--- src/rtl/i2c_arbiter.sv ---
// i2c_arbiter: round-robin arbiter that lets two requesters share one I2C
// master. The winning requester owns the master until its final byte is
// acknowledged or an ack timeout fires, after which the bus is held idle
// for GAP_CYCLES cycles before the next grant.
//
// Ports
//   i_sysclk          clock (rising edge)
//   i_arst            synchronous active-high reset
//   i_reqN            requester N wants the master (level)
//   i_wrN             requester N direction
//   i_dataN [7:0]     requester N current byte
//   i_lastN           requester N current byte is the final one
//   o_gntN            requester N owns the master (registered, one-hot/zero)
//   o_ackN            current byte of requester N consumed (combinational)
//   o_doneN           one-cycle pulse: transaction finished normally
//   o_errN            one-cycle pulse: transaction aborted by timeout
//   o_m_en            master enable (registered)
//   o_m_wr            granted direction, 0 when idle (combinational)
//   o_m_last          one-cycle end-of-transaction strobe (registered)
//   o_m_data [7:0]    granted byte, 0x00 when idle (combinational)
//   i_m_ack           master consumed the current byte (pulse)
module i2c_arbiter #(
  parameter int unsigned GAP_CYCLES     = 32,
  parameter int unsigned TIMEOUT_CYCLES = 65535
) (
  input  logic       i_sysclk,
  input  logic       i_arst,
  input  logic       i_req0,
  input  logic       i_req1,
  input  logic       i_wr0,
  input  logic       i_wr1,
  input  logic [7:0] i_data0,
  input  logic [7:0] i_data1,
  input  logic       i_last0,
  input  logic       i_last1,
  output logic       o_gnt0,
  output logic       o_gnt1,
  output logic       o_ack0,
  output logic       o_ack1,
  output logic       o_done0,
  output logic       o_done1,
  output logic       o_err0,
  output logic       o_err1,
  output logic       o_m_en,
  output logic       o_m_wr,
  output logic       o_m_last,
  output logic [7:0] o_m_data,
  input  logic       i_m_ack
);

  localparam int unsigned DataW = 8;
  localparam int unsigned ToW   = 16;
  localparam int unsigned GapW  = 8;

  localparam logic [ToW-1:0]  ToTerm  = ToW'(TIMEOUT_CYCLES);
  localparam logic [GapW-1:0] GapTerm = GapW'(GAP_CYCLES - 1);

  typedef enum logic [1:0] {
    S_IDLE = 2'd0,
    S_XFER = 2'd1,
    S_GAP  = 2'd2
  } state_e;

  state_e          state_q, state_d;
  logic [1:0]      gnt_q, gnt_d;
  logic [1:0]      done_q, done_d;
  logic [1:0]      err_q, err_d;
  logic            m_en_q, m_en_d;
  logic            m_last_q, m_last_d;
  logic [ToW-1:0]  to_cnt_q, to_cnt_d;
  logic            to_phase_q, to_phase_d;
  logic [GapW-1:0] gap_cnt_q, gap_cnt_d;
  // Port that received the most recent grant; reset to 1 so port 0 wins the first tie.
  logic            last_port_q, last_port_d;

  logic            pick1;
  logic            sel_last;

  // Tie goes to the port not served last; a lone requester always wins.
  assign pick1    = i_req1 & (~i_req0 | ~last_port_q);
  assign sel_last = gnt_q[1] ? i_last1 : i_last0;

  // State and output registers.
  always_ff @(posedge i_sysclk) begin
    if (i_arst) begin
      state_q     <= S_IDLE;
      gnt_q       <= 2'b00;
      done_q      <= 2'b00;
      err_q       <= 2'b00;
      m_en_q      <= 1'b0;
      m_last_q    <= 1'b0;
      to_cnt_q    <= '0;
      to_phase_q  <= 1'b0;
      gap_cnt_q   <= '0;
      last_port_q <= 1'b1;
    end else begin
      state_q     <= state_d;
      gnt_q       <= gnt_d;
      done_q      <= done_d;
      err_q       <= err_d;
      m_en_q      <= m_en_d;
      m_last_q    <= m_last_d;
      to_cnt_q    <= to_cnt_d;
      to_phase_q  <= to_phase_d;
      gap_cnt_q   <= gap_cnt_d;
      last_port_q <= last_port_d;
    end
  end

  // Next-state and registered-output logic.
  always_comb begin
    state_d     = state_q;
    gnt_d       = gnt_q;
    done_d      = 2'b00;
    err_d       = 2'b00;
    m_en_d      = m_en_q;
    m_last_d    = 1'b0;
    to_cnt_d    = to_cnt_q;
    to_phase_d  = to_phase_q;
    gap_cnt_d   = gap_cnt_q;
    last_port_d = last_port_q;

    unique case (state_q)
      S_IDLE: begin
        if (i_req0 | i_req1) begin
          state_d     = S_XFER;
          gnt_d       = pick1 ? 2'b10 : 2'b01;
          last_port_d = pick1;
          m_en_d      = 1'b1;
          to_cnt_d    = '0;
          to_phase_d  = 1'b0;
        end
      end

      S_XFER: begin
        // An ack wins over a coincident terminal count.
        if (i_m_ack) begin
          to_cnt_d   = '0;
          to_phase_d = 1'b0;
          if (sel_last) begin
            state_d   = S_GAP;
            gnt_d     = 2'b00;
            m_en_d    = 1'b0;
            m_last_d  = 1'b1;
            done_d    = gnt_q;
            gap_cnt_d = '0;
          end
        end else if (to_cnt_q == ToTerm) begin
          state_d   = S_GAP;
          gnt_d     = 2'b00;
          m_en_d    = 1'b0;
          m_last_d  = 1'b1;
          err_d     = gnt_q;
          gap_cnt_d = '0;
        end else begin
          // Counter advances on every second ack-free cycle.
          to_phase_d = ~to_phase_q;
          if (to_phase_q) begin
            to_cnt_d = to_cnt_q + ToW'(1);
          end
        end
      end

      S_GAP: begin
        if (gap_cnt_q == GapTerm) begin
          state_d   = S_IDLE;
          gap_cnt_d = '0;
        end else begin
          gap_cnt_d = gap_cnt_q + GapW'(1);
        end
      end

      default: begin
        state_d = S_IDLE;
      end
    endcase
  end

  assign o_gnt0   = gnt_q[0];
  assign o_gnt1   = gnt_q[1];
  assign o_done0  = done_q[0];
  assign o_done1  = done_q[1];
  assign o_err0   = err_q[0];
  assign o_err1   = err_q[1];
  assign o_m_en   = m_en_q;
  assign o_m_last = m_last_q;

  // Grant is only ever set while transferring, so gating by it also
  // suppresses acks outside the transfer phase.
  assign o_ack0   = i_m_ack & gnt_q[0];
  assign o_ack1   = i_m_ack & gnt_q[1];

  assign o_m_data = gnt_q[0] ? i_data0 :
                    gnt_q[1] ? i_data1 : DataW'(0);
  assign o_m_wr   = (gnt_q[0] & i_wr0) | (gnt_q[1] & i_wr1);

endmodule

--- config.mk ---
export PLATFORM = sky130hd
export DESIGN_NAME = i2c_arbiter
export DESIGN_NICKNAME = d
export VERILOG_FILES = /design/src/rtl/i2c_arbiter.sv
export SDC_FILE = /design/constraint.sdc
export NUM_CORES = 1
export LEC_CHECK = 0
export BUFFER_PORTS_ARGS = -buffer_cell sky130_fd_sc_hd__buf_2
export CORE_AREA = 2 2 61 63
export CTS_CLUSTER_SIZE = 14
export DETAILED_ROUTE_END_ITERATION = 16
export DIE_AREA = 0 0 63 65
export GPL_TIMING_DRIVEN = 0
export PLACE_DENSITY = 0.93
export SLEW_MARGIN = 20
export SYNTH_ARGS = -nofsm -noshare
export SYNTH_HDL_FRONTEND = slang
export SYNTH_SLANG_ARGS = --single-unit
--- constraint.sdc ---
create_clock -name i_sysclk -period 4.4 [get_ports i_sysclk]
set_input_delay 0.22 -clock i_sysclk [delete_from_list [all_inputs] [get_ports i_sysclk]]
set_output_delay 0.22 -clock i_sysclk [all_outputs]
set_load 0.02 [all_outputs]
==> impl_metrics.tcl, run 1 <==
set metrics [dict create \
    outcome "complete, no violations" \
    path_max_fanout 9 \
    worst_pin_slew_ns 0.755 \
    clk-insertion-delay-late_ns 0.35 \
    port_buffers 43 \
    grt_util_all_layers_pct 23.6 \
    holdBufCountCts 0 \
    grt_pass1_vias 1796 \
    drt_first_pass_iters 4 \
    r2r_slack_ns 2.36 \
    ir_worst_vdd_uv 157 \
    drive_gt1_share_pct 24.3 \
    power.leakage_nw 0.888 \
    grt-ovfl-total 0 \
    postCtsSetupRepairBufs 0 \
    htree_levels 2 \
    power_density_nw_per_um2 312 \
    clkTransAtPathRegs_ns 0.11 \
    numPlacedInstances 316 \
    hold_path_class "input port to flip-flop" \
    finalNetCount 302 \
    cts_root_buf "clkbuf_4" \
    detail-route-antenna-nets 0 \
    die_width_um 63 \
    synth_cell_types 46 \
    async_reset_ff_share_pct 0 \
    syn_area_um2 1900 \
    arrival_ns 2.29 \
    worstPathRequired_ns 4.65 \
    grt_start_max_net_pins 12 \
    fin_util_pct 64.0 \
    relSlewSlack_pct 49.1 \
    yosysSeqAreaShare_pct 37.9 \
    synth_edf_count 0 \
    hold_start "i_arst" \
    via_count 1967 \
    area_delta_synth_final_pct 17.7 \
    cap_violations 0 \
    clock-sinks 36 \
    antenna_found_initial 0 \
    dp_hpwl_um 3380 \
    crit_path_start_kind "flip-flop" \
    fin_setup_tns_ns 0 \
    core-area_um2 3500 \
    endpoint_kind "flip-flop" \
    ios 44 \
    gp_congestion 0.938 \
    r2r-end "to_cnt_q[4]$_SDFFE_PP0P_" \
    max_freq_mhz 491 \
    min_period_ns 2.04 \
    clockBufferDepth 2 \
    diodes 0 \
    finalCritPeriodShare_pct 46.3 \
    synthFlopType "dfxtp_1" \
    n_fill_cell 282 \
    grt_pass1_wl_um 7710 \
    skew_ns 0.00886 \
    post_cts_resized 0 \
    reg2reg_from "to_cnt_q[0]$_SDFFE_PP0P_" \
    hold_violations 0 \
    rr_worst_depth 8 \
    cts_tree "done" \
    routedWlPerCell_um 14.2 \
    synthCells 225 \
    setup_viol 0 \
    report.final.slew_viol_count 0 \
    drt-vias-per-instance 6.07 \
    crit_type "flip-flop to flip-flop" \
    power.total_uw 698 \
    ys_seq_elements 36 \
    hold_path_end "to_cnt_q[14]$_SDFFE_PP0P_" \
    yosys_warnings 0 \
    cts_buffers 5 \
    drt-initial-drc-count 90 \
    synthesis.nets 252 \
    avgSynthCellArea_um2 8.45 \
    die_area_um2 4100 \
    whs_path_depth 3 \
    routed_wirelength_um 4590 \
    fin_cells 324 \
    start_util_pct 54.4 \
    rsz0062_at_grt "false" \
    rows 22 \
    die_h_um 65 \
    drc 0 \
]
==> where the power goes <==
group	switching, mW	internal (mW)	leakage, nW	total, mW
Combinational	0.0993	0.0622	0.558	0.161
Sequential	0.0129	0.337	0.292	0.350
Clock	0.111	0.0760	0.0380	0.187
Total	0.223	0.475	0.888	0.698
==> cells in the mapped netlist (2+ instances only) <==
cell      count  share of area, %
o22ai_1       2              0.66
a21oi_1      18               4.7
or4b_1        2               1.1
buf_2         2              0.53
a22o_1        9               4.1
and3_1        6               2.0
nand2_1      30               5.9
a31oi_1       5               1.6
a211oi_1      3               1.2
a31o_2        2              0.92
ha_1          2               1.3
nor2b_1       4               1.3
o21ai_0       8               2.1
and2_1        9               3.0
or3_1         2              0.66
dfxtp_1      36                38
and4_1        4               1.8
buf_6         4               2.4
nand2b_1      6               2.0
nor3_1        7               1.8
nor2_1       17               3.4
a41oi_1       4               1.8
a311oi_1      9               4.1
nand3_1       6               1.6
a21boi_0      2              0.79
clkbuf_1      6               1.2
==> worst max-delay path by stage <==
| stage | endpoint | cells after the start | from |
|---|---|---|---|
| 2_1_floorplan | to_cnt_q[4]$_SDFFE_PP0P_ | 8 | to_cnt_q[0]$_SDFFE_PP0P_ |
| 3_3_place_gp | to_cnt_q[5]$_SDFFE_PP0P_ | 7 | to_cnt_q[0]$_SDFFE_PP0P_ |
| 5_1_grt | to_cnt_q[4]$_SDFFE_PP0P_ | 8 | to_cnt_q[0]$_SDFFE_PP0P_ |
| 4_1_cts | to_cnt_q[4]$_SDFFE_PP0P_ | 8 | to_cnt_q[0]$_SDFFE_PP0P_ |
| 6_report | to_cnt_q[4]$_SDFFE_PP0P_ | 8 | to_cnt_q[0]$_SDFFE_PP0P_ |
| 3_5_place_dp | to_cnt_q[4]$_SDFFE_PP0P_ | 8 | to_cnt_q[0]$_SDFFE_PP0P_ |
==> through the flow <==
step                cell area, µm²  hold slack [ns]  setup WS (ns)
CTS                           2240            0.235           2.39
global route                  2240            0.279           2.19
floorplan                     1900            0.386           2.63
detailed placement            2180            0.455           2.41
finish                        2240            0.253           2.36
global placement              2180            0.443           2.46
==> cell usage in the layout (no fill, tap or decap), drive strengths merged, types with 3 or more instances in the layout <==
cell type	netlist	final
nor2	18	18
a31oi	5	5
a311oi	9	9
dfxtp	36	36
and2	9	9
buf	6	49
nor2b	4	4
o21ai	8	8
nand2b	6	6
nand3	6	6
nand2	30	30
a41oi	4	4
a211oi	3	3
and3	6	6
and4	4	4
a21oi	19	19
a22o	9	9
clkbuf	6	12
nor3	8	8
==> logic make-up (layout without fill, tap and decap cells) <==
family	after synthesis	in the layout	synth area share, %
buf+inv	13	64	4.28
fa+ha+maj	2	2	1.32
flops	36	36	37.9
simple gates	101	101	28.2
compound gates	71	71	27.2
mux	2	2	1.12
==> critical path, stage by stage (launching register included) <==
cell and delay [ns]:
dfxtp_1 0.37, ha_1 0.27, and4_1 0.23, buf_6 0.13
and4_1 0.15, buf_6 0.13, nor2_4 0.22, a41oi_1 0.16
a311oi_1 0.27
==> layer usage <==
| layer | track usage [%] | wire length [µm] |
|---|---|---|
| met5 | 0 | 0 |
| met4 | 16.9 | 198 |
| met3 | 4.69 | 358 |
| met2 | 41.0 | 2080 |
| met1 | 25.8 | 1950 |
==> layout make-up <==
| class | instances | area (µm²) | area share (%) |
|---|---|---|---|
| multi-input combinational | 176 | 1100 | 49.1 |
| sequential | 36 | 721 | 32.2 |
| timing repair buffer | 43 | 215 | 9.61 |
| buffer | 12 | 77.6 | 3.47 |
| tap | 48 | 60.1 | 2.68 |
| clock buffer | 6 | 51.3 | 2.29 |
| clock inverter | 2 | 10.0 | 0.447 |
| inverter | 1 | 3.75 | 0.168 |
==> state kept, by name, summed over array words and instances, names as in the netlist <==
signal	count
o_m_en	1
err_q	2
gap_cnt_q	8
gnt_q	2
done_q	2
o_m_last	1
to_cnt_q	16
last_port_q	1
state_q	2
to_phase_q	1
Note: power is estimated with default switching activity, not from simulation.
==> run 2: changes to the inputs <==
CORE_AREA = 2 2 63 65   (was 2 2 61 63)
DIE_AREA = 0 0 65 67   (was 0 0 63 65)
PLACE_DENSITY = 0.88   (was 0.93)
clock period = 2 ns   (was 4.4 ns; I/O delays follow)
==> impl_metrics.tcl, run 2 (synthesis results as in run 1) <==
set metrics [dict create \
    clkTransAtPathRegs_ns 0.08 \
    via_count 1952 \
    n_fill_cell 290 \
    path_max_fanout 10 \
    critPathSlowestCell "dfxtp_2" \
    final_cell_area_um2 2310 \
    numPlacedInstances 316 \
    rows 22 \
    detail-route-antenna-nets 0 \
    crit_type "flip-flop to flip-flop" \
    cap_violations 0 \
    die_width_um 65 \
    ios 44 \
    antenna_found_initial 0 \
    finalCritPeriodShare_pct 94.7 \
    start_util_pct 52.7 \
    grt_util_all_layers_pct 22.5 \
    drt-initial-drc-count 179 \
    crit_path_start_kind "flip-flop" \
    path_cells "ha_4 > and4_1 > buf_6 > nand4_2 > o221a_4 > buf_6 > o211a_1 > nor3_2" \
    fin_cells 324 \
    hold_path_class "input port to flip-flop" \
    grt_start_max_net_pins 12 \
    outcome "complete, no violations" \
    max_stage_delay_ns 0.40 \
    clock-sinks 36 \
    ir_worst_vdd_uv 320 \
    hold_violations 0 \
    setup_viol 0 \
    cts_tree "done" \
    gp_congestion 0.892 \
    relSlewSlack_pct 57.5 \
    layout_commonest_cell "buf_2" \
    finalNetCount 302 \
    drt_first_pass_iters 5 \
    power_density_nw_per_um2 720 \
    cpMostUsedCell "buf_6" \
    grt_pass1_vias 1733 \
    max_flop_register "to_cnt_q" \
    worst_pin_slew_ns 0.637 \
    drt-vias-per-instance 6.02 \
    cts_root_buf "clkbuf_8" \
    diodes 0 \
    report.final.slew_viol_count 0 \
    routedWlPerCell_um 14.5 \
    drive_gt1_share_pct 26.8 \
    min_period_ns 1.89 \
    final_cell_mix "45 x buf_2, 34 x dfxtp_1, 30 x nand2_1" \
    postCtsSetupRepairBufs 0 \
    holdWs_ns 0.179 \
    htree_levels 2 \
    worstPathRequired_ns 2.21 \
    max_freq_mhz 528 \
    dp_hpwl_um 3180 \
    endpoint_kind "flip-flop" \
    die_h_um 67 \
    cts_buffers 5 \
    largestRegisters "to_cnt_q x16, gap_cnt_q x8" \
    drc 0 \
    largest_reg_flops 16 \
    arrival_ns 2.10 \
    routed_wirelength_um 4700 \
    skew_ns 0.00768 \
    grt_pass1_wl_um 7520 \
    port_buffers 43 \
    grt-ovfl-total 0 \
    fin_util_pct 64.2 \
    clk-insertion-delay-late_ns 0.29 \
    clockBufferDepth 2 \
    area_delta_synth_final_pct 21.7 \
    die_area_um2 4360 \
    core-area_um2 3610 \
    placed_cell_area_um2 2180 \
    power.leakage_nw 0.904 \
    rsz0062_at_grt "false" \
]
run 2: cell counts in the layout (fill, tap and decap cells not counted):
Identical to the previous run, type by type.
run 2: stage by stage:
| stage | setup TNS [ns] | setup WS (ns) | power (mW) |
|---|---|---|---|
| floorplan | 0 | 0.231 | 1.02 |
| global placement | 0 | 0.0359 | 1.12 |
| detailed placement | -0.0153 | -0.00982 | 1.13 |
| CTS | 0 | 0.0399 | 1.65 |
| global route | 0 | 0.0193 | 1.74 |
| finish | 0 | 0.107 | 1.67 |
run 2: cell type report:
cell class | count | area [µm²] | share of cell area [%]
Clock inverter | 2 | 10.0 | 0.432
Inverter | 1 | 3.75 | 0.162
Sequential cell | 36 | 723 | 31.2
Buffer | 12 | 78.8 | 3.41
Timing Repair Buffer | 43 | 215 | 9.30
Clock buffer | 6 | 82.6 | 3.57
Multi-Input combinational cell | 176 | 1140 | 49.3
Tap cell | 48 | 60.1 | 2.59
run 2: layer usage:
layer  wire, µm  vias to the layer above  GRT usage, %  share of wire [%]
li1           -                      955             -                  -
met1       1910                      886          25.8                 41
met2       2280                       99          38.8                 48
met3        442                       12          6.25                9.4
met4         71                        0          10.6                1.5
met5          0                        -             0                  0
run 2: where the power goes:
part | internal, mW | total, mW | switching [mW]
clock | 0.275 | 0.539 | 0.264
combinational | 0.139 | 0.360 | 0.221
sequential | 0.741 | 0.767 | 0.0261
total | 1.16 | 1.67 | 0.511
run 2: critical path: cells and delay by family (launching register included):
family,cells,cell delay (ns)
AND/OR/NAND/NOR,3,0.50
AO/OA/AOI/OAI,2,0.45
flip-flops,1,0.40
buffers and inverters,2,0.29
adder cells (fa/ha/maj),1,0.18
run 2: timing repair:
action,4_1_cts,5_1_grt
hold buffers,0,0
resized for setup,2,8
pin swaps,1,0
setup endpoints to repair,6,18
run 2: final timing paths:
kind | startpoint | endpoint | slack (ns) | cells after the start
worst max-delay path | to_cnt_q[0]$_SDFFE_PP0P_ | to_cnt_q[2]$_SDFFE_PP0P_ | 0.11 | 8
worst min-delay path | i_arst | to_cnt_q[13]$_SDFFE_PP0P_ | 0.18 | 3
worst max register to register | to_cnt_q[0]$_SDFFE_PP0P_ | to_cnt_q[2]$_SDFFE_PP0P_ | 0.11 | 8
worst min register to register | o_m_en$_SDFFE_PP0P_ | o_m_en$_SDFFE_PP0P_ | 0.46 | 2
==> run 3: changes to the inputs <==
ABC_AREA = 1   (was default)
CORE_AREA = 2 2 66 68   (was 2 2 63 65)
DIE_AREA = 0 0 68 70   (was 0 0 65 67)
GPL_ROUTABILITY_DRIVEN = 0   (was default)
PLACE_DENSITY = 0.89   (was 0.88)
==> impl_metrics.tcl, run 3 <==
set metrics [dict create \
    numPlacedInstances 431 \
    relSlewSlack_pct 65.0 \
    worstPathRequired_ns 2.16 \
    cts_root_buf "clkbuf_8" \
    pwr-share-seq_pct 44.0 \
    report.final.slew_viol_count 0 \
    async_reset_ff_share_pct 0 \
    yosysSeqAreaShare_pct 33.4 \
    reg2reg_from "to_cnt_q[1]$_SDFFE_PP0P_" \
    power.leakage_nw 1.11 \
    ir_worst_vdd_uv 386 \
    drive_gt1_share_pct 19.9 \
    crit_start "to_cnt_q[1]$_SDFFE_PP0P_" \
    rows 24 \
    cpMostUsedCell "nand2_1" \
    final_cell_mix "96 x nand2_1, 45 x nor2_1, 42 x buf_2" \
    via_count 2220 \
    drc 0 \
    crit_type "flip-flop to flip-flop" \
    grt-ovfl-total 0 \
    skew_ns 0.00385 \
    power.total_mw 1.78 \
    outcome "complete, no violations" \
    setup_viol 0 \
    critPathSlowestCell "dfxtp_1" \
    synthCells 337 \
    synth.largest_area_cell "dfxtp_1" \
    htree_levels 2 \
    grt_pass1_vias 1938 \
    drt-initial-drc-count 145 \
    routed_wirelength_um 4850 \
    detail-route-antenna-nets 0 \
    syn_area_um2 2160 \
    die_width_um 68 \
    endpoint_kind "flip-flop" \
    pwr-share-comb_pct 28.2 \
    synth_cell_types 32 \
    arrival_ns 1.86 \
    grt_start_max_net_pins 11 \
    clock-sinks 36 \
    area_delta_synth_final_pct 16.5 \
    die_area_um2 4760 \
    port_buffers 42 \
    clkPwrFrac_pct 27.9 \
    clockBufferDepth 2 \
    synth_edf_count 0 \
    routedWlPerCell_um 11.1 \
    fin_setup_tns_ns 0 \
    dp_hpwl_um 3630 \
    synth.top_cell.area_share_pct 33.4 \
    clkTransAtPathRegs_ns 0.07 \
    cts_tree "done" \
    grt_util_all_layers_pct 21.0 \
    hold_path_class "input port to flip-flop" \
    ys_seq_elements 36 \
    cellInternalPower_mw 1.16 \
    fin_cells 438 \
    cts_buffers 5 \
    worst_pin_slew_ns 0.526 \
    largest_reg_flops 16 \
    max_freq_mhz 588 \
    rsz0062_at_grt "false" \
    hold_start "i_req0" \
    min_period_ns 1.70 \
    max_flop_register "to_cnt_q" \
    antenna_found_initial 0 \
    fin_util_pct 60.7 \
    cap_violations 0 \
    diodes 0 \
    yosys_warnings 0 \
    crit_path_start_kind "flip-flop" \
    synthesis.nets 364 \
    grt_pass1_wl_um 7990 \
    postCtsSetupRepairBufs 0 \
    start_util_pct 52.1 \
    synth_commonest_cells "96 x nand2_1, 45 x nor2_1, 40 x inv_1, 36 x dfxtp_1, 28 x nand3_1" \
    avgSynthCellArea_um2 6.40 \
    synth_top_cells_by_area "dfxtp_1 33%, nand2_1 17%, nor2_1 7.8%" \
    die_h_um 70 \
    swShare_pct 34.9 \
    power_density_nw_per_um2 706 \
    finalNetCount 413 \
    path_cells "ha_1 > nand3_1 > inv_1 > nand2_1 > nor2_1 > nand2_1 > nand2_1 > nand2_1 > nand2_1 > a21oi_1" \
    layout_commonest_cell "nand2_1" \
    clk-insertion-delay-late_ns 0.30 \
    max_stage_delay_ns 0.36 \
    ios 44 \
    hold_violations 0 \
    n_fill_cell 378 \
    finalCritPeriodShare_pct 85.1 \
    yosys.cell_count.top_type "nand2_1" \
    drt_first_pass_iters 4 \
    core-area_um2 4140 \
    regArea_um2 721 \
    path_max_fanout 3 \
    synthFlopType "dfxtp_1" \
    drt-vias-per-instance 5.07 \
    multiInputGateArea_um2 1230 \
    largestRegisters "to_cnt_q x16, gap_cnt_q x8" \
    power_switching_uw 620 \
]
run 3: cell types whose count changed in the layout (fill, tap and decap cells not counted), sizes merged, moves of 6 or more:
cell,before,now
a21oi,19,28
a22o,9,1
a311oi,9,0
and2,9,0
and3,6,0
inv,1,42
nand2,30,103
nand2b,6,0
nand3,6,30
nand4,2,12
nor2,18,50
nor3,8,2
run 3: kinds of logic (layout without fill, tap and decap cells):
group,after synthesis,in the layout,synth area share (%)
buffers and inverters,51,100,9.86
XOR/XNOR,1,1,0.406
adder cells (fa/ha/maj),2,2,1.16
AND/OR/NAND/NOR,206,206,44.3
AO/OA/AOI/OAI,41,41,10.8
flip-flops,36,36,33.4
run 3: layout make-up:
cell class | count | area share [%]
buffer | 7 | 1.79
clock buffer | 6 | 2.89
clock inverter | 1 | 0.199
inverter | 44 | 6.67
multi-input combinational | 250 | 48.8
sequential | 36 | 28.7
tap | 52 | 2.59
timing repair buffer | 42 | 8.36
run 3: what timing repair did:
action	in CTS	in global routing
endpoints found under the hold margin	0	0
hold buffers	0	0
gates resized for setup	0	1
setup endpoints to repair	0	5
run 3: final timing paths:
check                             endpoint  slack (ns)  depth (start not counted)
setup / recovery     gnt_q[1]$_SDFFE_PP0P_        0.30                         10
hold / removal    last_port_q$_SDFFE_PP1P_        0.18                          4
setup reg to reg     gnt_q[1]$_SDFFE_PP0P_        0.30                         10
hold reg to reg        o_m_en$_SDFFE_PP0P_        0.46                          2
run 3: routing by layer:
layer	vias up	track usage, %	routed length, µm	share of wire [%]
met3	6	2.90	153	3.2
met2	46	34.7	2360	49
li1	1171	-	-	-
met5	-	0	0	0
met4	0	8.44	66	1.4
met1	997	26.9	2270	47
run 3: worst max-delay path: cells and delay by family, from the launching register on:
| kind | cells | cell delay, ns |
|---|---|---|
| and+or+nand+nor | 7 | 0.82 |
| AOI/OAI and AO/OA | 1 | 0.06 |
| DFF | 1 | 0.36 |
| buffers and inverters | 1 | 0.12 |
| adders and majority gates | 1 | 0.21 |
run 3: metrics by stage:
| stage | hold slack, ns | area [µm²] | setup slack [ns] |
|---|---|---|---|
| 3_5_place_dp | 0.446 | 2430 | 0.199 |
| 6_report | 0.180 | 2510 | 0.298 |
| 2_1_floorplan | 0.303 | 2160 | 0.552 |
| 5_1_grt | 0.224 | 2510 | 0.0949 |
| 3_3_place_gp | 0.441 | 2430 | 0.261 |
| 4_1_cts | 0.170 | 2510 | 0.186 |
run 3: power by group through the flow:
stage          clock network, mW  logic [mW]  registers (mW)
6_report                   0.495       0.500           0.780
4_1_cts                    0.500       0.499           0.779
2_1_floorplan                  0       0.350           0.803
3_5_place_dp                   0       0.495           0.795
5_1_grt                    0.524       0.554           0.783
3_3_place_gp                   0       0.486           0.793
